File: config.mk
export PLATFORM = sky130hd
export DESIGN_NAME = wb_script_master
export DESIGN_NICKNAME = d
export VERILOG_FILES = /design/src/rtl/wb_script_master.sv
export SDC_FILE = /design/constraint.sdc
export NUM_CORES = 2
export LEC_CHECK = 0
export BUFFER_PORTS_ARGS = -buffer_cell sky130_fd_sc_hd__buf_2
export CORE_ASPECT_RATIO = 0.5
export CORE_UTILIZATION = 24
export CTS_CLUSTER_SIZE = 20
export DETAILED_ROUTE_END_ITERATION = 8
export PLACE_DENSITY_LB_ADDON = 0.3
export SLEW_MARGIN = 20
export SYNTH_ARGS = -nofsm -noshare
export SYNTH_HDL_FRONTEND = slang
export SYNTH_SLANG_ARGS = --single-unit
File: constraint.sdc
create_clock -name wb_clk_i -period 9.3 [get_ports wb_clk_i]
set_input_delay 0 -clock wb_clk_i [delete_from_list [all_inputs] [get_ports wb_clk_i]]
set_output_delay 0 -clock wb_clk_i [all_outputs]
set_load 0.005 [all_outputs]
File: src/rtl/wb_script_master.sv
// Scripted Wishbone classic master: timed DUT reset, then replays a
// write/read/poll script and reports pass/fail with error detail.
module wb_script_master #(
  parameter int ADDR_W   = 32,
  parameter int DATA_W   = 32,
  parameter int DEPTH    = 16,
  parameter int TIMEOUT  = 255,
  parameter int RST_HOLD = 4,
  localparam int SEL_W = DATA_W / 8,
  localparam int IDX_W = $clog2(DEPTH)
) (
  input  logic              wb_clk_i,
  input  logic              wb_rst_i,
  input  logic              start,
  input  logic              cfg_we,
  input  logic [IDX_W-1:0]  cfg_idx,
  input  logic [1:0]        cfg_op,
  input  logic [ADDR_W-1:0] cfg_adr,
  input  logic [DATA_W-1:0] cfg_dat,
  input  logic [DATA_W-1:0] cfg_mask,
  output logic              dut_rst_o,
  output logic              wbs_cyc_o,
  output logic              wbs_stb_o,
  output logic              wbs_we_o,
  output logic [SEL_W-1:0]  wbs_sel_o,
  output logic [ADDR_W-1:0] wbs_adr_o,
  output logic [DATA_W-1:0] wbs_dat_o,
  input  logic              wbs_ack_i,
  input  logic [DATA_W-1:0] wbs_dat_i,
  output logic              busy,
  output logic              passed,
  output logic              failed,
  output logic [1:0]        err_code,
  output logic [IDX_W-1:0]  err_idx,
  output logic [DATA_W-1:0] last_rdata
);
  localparam int CW = $clog2(TIMEOUT + 1);
  localparam int HW = $clog2(RST_HOLD + 1);
  localparam logic [1:0] OP_END  = 2'd0;
  localparam logic [1:0] OP_WR   = 2'd1;
  localparam logic [1:0] OP_RD   = 2'd2;
  localparam logic [1:0] OP_POLL = 2'd3;

  typedef enum logic [2:0] {
    S_IDLE, S_RSTH, S_FETCH, S_REQ,
    S_CHECK, S_GAP, S_DONE_P, S_DONE_F
  } state_t;

  state_t r_state, w_next, w_adv;

  logic [1:0]        r_sop  [DEPTH];
  logic [ADDR_W-1:0] r_sadr [DEPTH];
  logic [DATA_W-1:0] r_sdat [DEPTH];
  logic [DATA_W-1:0] r_smsk [DEPTH];

  logic [IDX_W-1:0]  r_idx;
  logic [HW-1:0]     r_hold;
  logic [CW-1:0]     r_to;
  logic [CW-1:0]     r_att;
  logic [1:0]        r_op;
  logic [DATA_W-1:0] r_mask;
  logic [DATA_W-1:0] r_rdata;

  logic [1:0]        w_f_op;
  logic [DATA_W-1:0] w_f_mask;
  logic [SEL_W-1:0]  w_sel_wr;
  logic              w_mis;
  logic              w_to_last;
  logic              w_att_last;
  logic              w_hold_done;
  logic              w_last_idx;

  assign w_f_op      = r_sop[r_idx];
  assign w_f_mask    = r_smsk[r_idx];
  assign w_mis       = |((r_rdata ^ wbs_dat_o) & r_mask);
  assign w_to_last   = (r_to == CW'(TIMEOUT - 1));
  assign w_att_last  = (r_att == CW'(TIMEOUT - 1));
  assign w_hold_done = (r_hold == HW'(RST_HOLD - 1));
  assign w_last_idx  = (r_idx == IDX_W'(DEPTH - 1));
  assign w_adv       = w_last_idx ? S_DONE_P : S_FETCH;

  always_comb begin
    w_sel_wr = '0;
    for (int b = 0; b < SEL_W; b++)
      w_sel_wr[b] = |w_f_mask[b*8 +: 8];
  end

  // Script RAM is writable only while idle and survives reset.
  always_ff @(posedge wb_clk_i) begin
    if (cfg_we && r_state == S_IDLE) begin
      r_sop[cfg_idx]  <= cfg_op;
      r_sadr[cfg_idx] <= cfg_adr;
      r_sdat[cfg_idx] <= cfg_dat;
      r_smsk[cfg_idx] <= cfg_mask;
    end
  end

  always_ff @(posedge wb_clk_i) begin
    if (wb_rst_i) r_state <= S_IDLE;
    else          r_state <= w_next;
  end

  always_comb begin
    w_next = r_state;
    unique case (r_state)
      S_IDLE:  if (start) w_next = S_RSTH;
      S_RSTH:  if (w_hold_done) w_next = S_FETCH;
      S_FETCH: w_next = (w_f_op == OP_END) ? S_DONE_P : S_REQ;
      S_REQ: begin
        if (wbs_ack_i)      w_next = S_CHECK;
        else if (w_to_last) w_next = S_DONE_F;
      end
      S_CHECK: begin
        unique case (r_op)
          OP_RD:   w_next = w_mis ? S_DONE_F : w_adv;
          OP_POLL: w_next = !w_mis     ? w_adv :
                            w_att_last ? S_DONE_F : S_GAP;
          default: w_next = w_adv;
        endcase
      end
      S_GAP:   w_next = S_REQ;
      default: w_next = S_IDLE;
    endcase
  end

  always_comb begin
    wbs_cyc_o = (r_state == S_REQ);
    wbs_stb_o = (r_state == S_REQ);
  end

  always_ff @(posedge wb_clk_i) begin
    if (wb_rst_i) begin
      r_idx      <= '0;
      r_hold     <= '0;
      r_to       <= '0;
      r_att      <= '0;
      r_op       <= OP_END;
      r_mask     <= '0;
      r_rdata    <= '0;
      dut_rst_o  <= 1'b1;
      wbs_we_o   <= 1'b0;
      wbs_sel_o  <= '0;
      wbs_adr_o  <= '0;
      wbs_dat_o  <= '0;
      busy       <= 1'b0;
      passed     <= 1'b0;
      failed     <= 1'b0;
      err_code   <= 2'd0;
      err_idx    <= '0;
      last_rdata <= '0;
    end else begin
      unique case (r_state)
        S_IDLE: if (start) begin
          busy      <= 1'b1;
          passed    <= 1'b0;
          failed    <= 1'b0;
          err_code  <= 2'd0;
          err_idx   <= '0;
          r_idx     <= '0;
          r_hold    <= '0;
          dut_rst_o <= 1'b1;
        end
        S_RSTH: begin
          r_hold <= r_hold + 1'b1;
          if (w_hold_done) dut_rst_o <= 1'b0;
        end
        S_FETCH: begin
          r_op      <= w_f_op;
          r_mask    <= w_f_mask;
          wbs_adr_o <= r_sadr[r_idx];
          wbs_dat_o <= r_sdat[r_idx];
          wbs_we_o  <= (w_f_op == OP_WR);
          wbs_sel_o <= (w_f_op == OP_WR) ? w_sel_wr : '1;
          r_to      <= '0;
          r_att     <= '0;
        end
        S_REQ: begin
          if (wbs_ack_i) begin
            r_rdata <= wbs_dat_i;
            if (r_op != OP_WR) last_rdata <= wbs_dat_i;
          end else if (w_to_last) begin
            err_code <= 2'd1;
          end else begin
            r_to <= r_to + 1'b1;
          end
        end
        S_CHECK: begin
          if (w_next == S_FETCH) r_idx <= r_idx + 1'b1;
          if (r_op == OP_RD && w_mis) err_code <= 2'd2;
          if (r_op == OP_POLL && w_mis) begin
            r_att <= r_att + 1'b1;
            if (w_att_last) err_code <= 2'd3;
          end
        end
        S_GAP: r_to <= '0;
        S_DONE_P: begin
          passed <= 1'b1;
          busy   <= 1'b0;
        end
        S_DONE_F: begin
          failed  <= 1'b1;
          err_idx <= r_idx;
          busy    <= 1'b0;
        end
        default: ;
      endcase
    end
  end
endmodule

# Yosys cells after proc, flatten, opt, wreduce, memory -nomap -nowiden
# Memory sizes are Yosys's and may differ from the RTL's. A register that Yosys moved wholly into a read port is not among the register bits.
# Index checks and enable logic that the tools add are counted.
# word_totals
register_bits	139
mem_bits_rw	1568
inputBits	139
out_inout_bits	113
wordCells	124
mem_count	4
# classes
addsub	4
eq_ne	23
n_mux	43
n_bitwise	2
n_reduce_logical	31
# mem_list
name	words	word_bits	read_ports	rd_clocked_by_memory_dff	write_ports	line	source
r_sadr	16	32	1	1	1	52	logic [ADDR_W-1:0] r_sadr [DEPTH];
r_sdat	16	32	1	1	1	53	logic [DATA_W-1:0] r_sdat [DEPTH];
r_smsk	16	32	1	1	1	54	logic [DATA_W-1:0] r_smsk [DEPTH];
r_sop	16	2	1	1	1	51	logic [1:0] r_sop [DEPTH];
# ops
op	count
$and 32x32->32	1
$pmux 8 s2	2
$reduce_or 32->1	1
$reduce_or 8->1	4
$xor 32x32->32	1
$mux 4	7
$mux 3	9
$mux 8	3
$pmux 3 s6	1
$add 8x1->8 const B	2
$eq 8x8->1 const B	2
$pmux 4 s2	2
$mux 2	7
$reduce_bool 2->1	7
$eq 3x2->1 const B	4
$eq 3x3->1 const B	4
$ne 2x2->1 const B	6
$pmux 3 s2	2
$reduce_and 2->1	6
$reduce_and 3->1	4
$pmux 1 s2	4
$pmux 2 s3	1
$mux 1	5
$add 4x1->4 const B	1
other kinds (12)	17

# Logic depth before layout (Yosys ltp)
# depth
ltp_word	11
ltp_mapped	9
ltp_nobuf	8

# Worst setup path before layout
# OpenSTA, ideal clock, no wires.
# synth_path
kind	flip-flop to flip-flop
startpoint	register r_state[1]
endpoint	memory r_sadr[0][0], enable pin
setup_ns	0.676
t_arrival_ns	7.976
required_ns	8.624
setup_slack_ns	0.648
stages_incl_launch_ff	6
path_buffers	1
period_less_slack_ns	8.652
cell_sequence	dfxtp_1 clkbuf_1 nor3_1 nand2_1 or3_1 nor3_1
# synth_via
elab_chain_cells	4
# synth_lines
element	line	source
start: declaration	49	state_t r_state, w_next, w_adv;
start signal: assignment	100	else r_state <= w_next;
$logic_not 3->1	90	if (cfg_we && r_state == S_IDLE) begin
$logic_and 1x1->1	90	
$mux 1	90	
$mux 1 (implied by the code)	92	r_sadr[cfg_idx] <= cfg_adr;
end: declaration	52	
# No other way between the ends.

# Final worst setup path
# layout_path
startpoint	register r_state[2]
endpoint	memory r_sadr[12][29], enable pin
# The elaborated chain is that of the path after synthesis.

==> impl_metrics.toml <==
[synth]
yosys_warnings = 0
syn_area_sq_um = 66900
async_flop_share_pct = 0
syn_avg_cell_area_sq_um = 20.3
synthFlopType = "edfxtp_1"
seq_area_frac_synth_pct = 76.6
synth-edff-count = 1568
synth_cell_type_count = 51
yosys_register_bits = 1775
synth.top_cells.by_count = "1,568 x edfxtp_1, 456 x mux4_2, 379 x nand2_1, 207 x dfxtp_1, 190 x a21oi_1"
synth.most_common_cell = "edfxtp_1"
synth_area_leaders = "edfxtp_1 70%, mux4_2 15%, dfxtp_1 6.2%"
postSynthCellCount = 3297
post-synth-top-area-cell = "edfxtp_1"
synthDominantCellAreaShare_pct = 70.4
synth_nets = 3443

[timing]
setup_slack_ps = 5090
fmax_mhz = 238
rsz0062_at_grt = "false"
hold_violations = 0
holdWs_ps = 92.3
tns_ps = 0
tightest_slew_ps = 1160
drv_slew = 0
setup_viol_count_final = 0
fin_skew_ps = 22.0
period_minus_slack_ps = 4210
period_share_pct = 45.2
max-slew-margin-rel_pct = 22.5

[clocking]
cts.path.max_buffers = 3
clock-sinks = 1775
cts_resized = 0
tritoncts = "built"
cts_buffers = 176
cts-root-buf = "clkbuf_16"
insertion_delay_ps = 810
postCtsSetupRepairBufs = 0
cts_max_level = 4
clk_pin_slew_worst_paths_ps = 60

[floorplan]
fp.dieH_um = 375
chipWidth_um = 748
dieArea_sq_um = 281000
initial_core_util_pct = 24.2
core_region_area_sq_um = 276000
fp-row-count = 136
io_pins = 252

[pwr]
p_clk_share_pct = 43.4
vdd_ir_drop_max_mv = 0.191
combPwrFrac_pct = 2.1
power.total_mw = 16.1
p_sw_share_pct = 20.4
power.density_nw_per_um2 = 200
p_int_mw = 12.8
p_switching_mw = 3.27
pwr-share-seq_pct = 54.5
leakage_nw = 24.5

[run]
drv_cap = 0

[worst_setup_path]
worstSetupStartpointType = "flop"
r2r-start = "r_state[2]"
startpoint = "r_state[2]"
worst-setup-path-type = "flop to flop"
worstPathArrival_ps = 4640
worst-endpoint-required_ps = 9740
endpoint_kind = "flop"
cp_max_fo = 54

[place]
dp_slack_ps = 5070
io_buffers = 251
place_congestion = 0.775
dpl.hpwl_um = 103000

[hold_path]
worstHoldStart = "wbs_dat_i[2]"
hold_path_class = "input pin to flop"

[layout]
final_util_pct = 29.1
multiInputGateArea_sq_um = 14800
nFillCells = 27000
area_growth_pct = 19.9
ff_latch_area_sq_um = 51300
final_layout_size_suffix_gt1_share_pct = 27.0
fin_nets = 3942

[global_route]
track_usage_pct = 13.0
grt_overflow_total = 0
grt_max_degree = 128
grt_pass1_vias = 36100
grt_pass1_wl_um = 265000
antenna_found_initial = 24

[route]
antenna_left = 0
drt_iter0_markers = 2916
routed_via_density = 4.47
vias = 34300
wl_per_cell_um = 24.2
totalWireLength_um = 186000
firstDrtPassIters = 5
drcViolationCount = 0

[status]
status = "finished, final reports clean"
-- timing repair --
item / in CTS / in global routing
endpoints found under the setup margin: 0 / 0
hold endpoints to repair: 1721 / 0
hold buffers: 182 / 0
-- through the flow --
step	area (sq um)	cells
floorplan	66900	3297
global placement	72600	7158
detailed placement	72600	7158
CTS	80100	7671
global route	80200	7676
finish	80200	7679
-- kinds of logic (layout without fill, tap and decap cells) --
kind of cell,count (synthesis),in the layout,synth area share [%]
AOI/OAI and AO/OA,316,316,2.79
xor gates and xnor gates,39,39,0.511
adders and majority gates,7,7,0.131
buffers and inverters,195,847,1.43
DFF,1775,1775,76.6
muxes,457,457,15.4
other,0,4,0
and+or+nand+nor,508,508,3.15
-- registers in the layout, summed over array words and instances (netlist names), 4 cells and up, named ones only --
register    count
err_idx         4
r_sop          32
wbs_adr_o      32
r_to            8
wbs_dat_o      32
last_rdata     32
r_idx           4
r_att           8
r_sdat        512
r_rdata        32
r_smsk        512
r_mask         32
r_sadr        512
wbs_sel_o       4
-- layout by cell type (no fill, tap or decap), drive strengths merged, types with 10 or more instances in the layout --
cell type and instances:
nor2 51, dfxtp 207, clkinv 71, xor2 32
nand2 379, bufinv 10, a22oi 84, buf 323
edfxtp 1568, inv 20, mux4 456, nand3 13
clkbuf 237, o21ai 18, nor3 11, a21oi 191
dlygate4sd3 182
-- power groups by stage --
stage	Sequential [mW]	Clock, mW	Combinational, mW
floorplan	8.94	0	0.0784
detailed placement	8.93	0	0.276
CTS	8.76	7.13	0.345
finish	8.76	6.97	0.339
global route	8.76	7.43	0.364
global placement	8.93	0	0.264
-- worst max-delay path, cell delays in order (launching register included) --
cell and delay [ps]:
dfxtp_1 470, nor3_1 250, buf_4 240, nand2_1 100
or3_1 470, nor2_4 630, buf_4 950, buf_4 590
-- worst paths after layout --
check	end	slack, ps	depth (start not counted)
setup / recovery	r_sadr[12][29]	5090	7
hold / removal	r_rdata[2]	90	4
setup reg to reg	r_sadr[12][29]	5090	7
hold reg to reg	last_rdata[4]	450	2
-- routing by layer --
layer	vias up	routed length [um]	track usage, %
met5	-	79	0
met4	12	5690	4.19
met3	310	7430	1.87
met2	880	97100	23.1
met1	18700	75400	16.1
li1	14400	-	-
-- final cells by class --
type / instances / share of cell area (%)
Antenna cell: 4 / 0.0125
Clock buffer: 237 / 6.04
Clock inverter: 94 / 0.977
Inverter: 11 / 0.0515
Multi-Input combinational cell: 1327 / 18.5
Sequential cell: 1775 / 63.9
Tap cell: 3726 / 5.81
Timing Repair Buffer: 505 / 4.70
No activity file was read; power rests on OpenSTA's default activity.
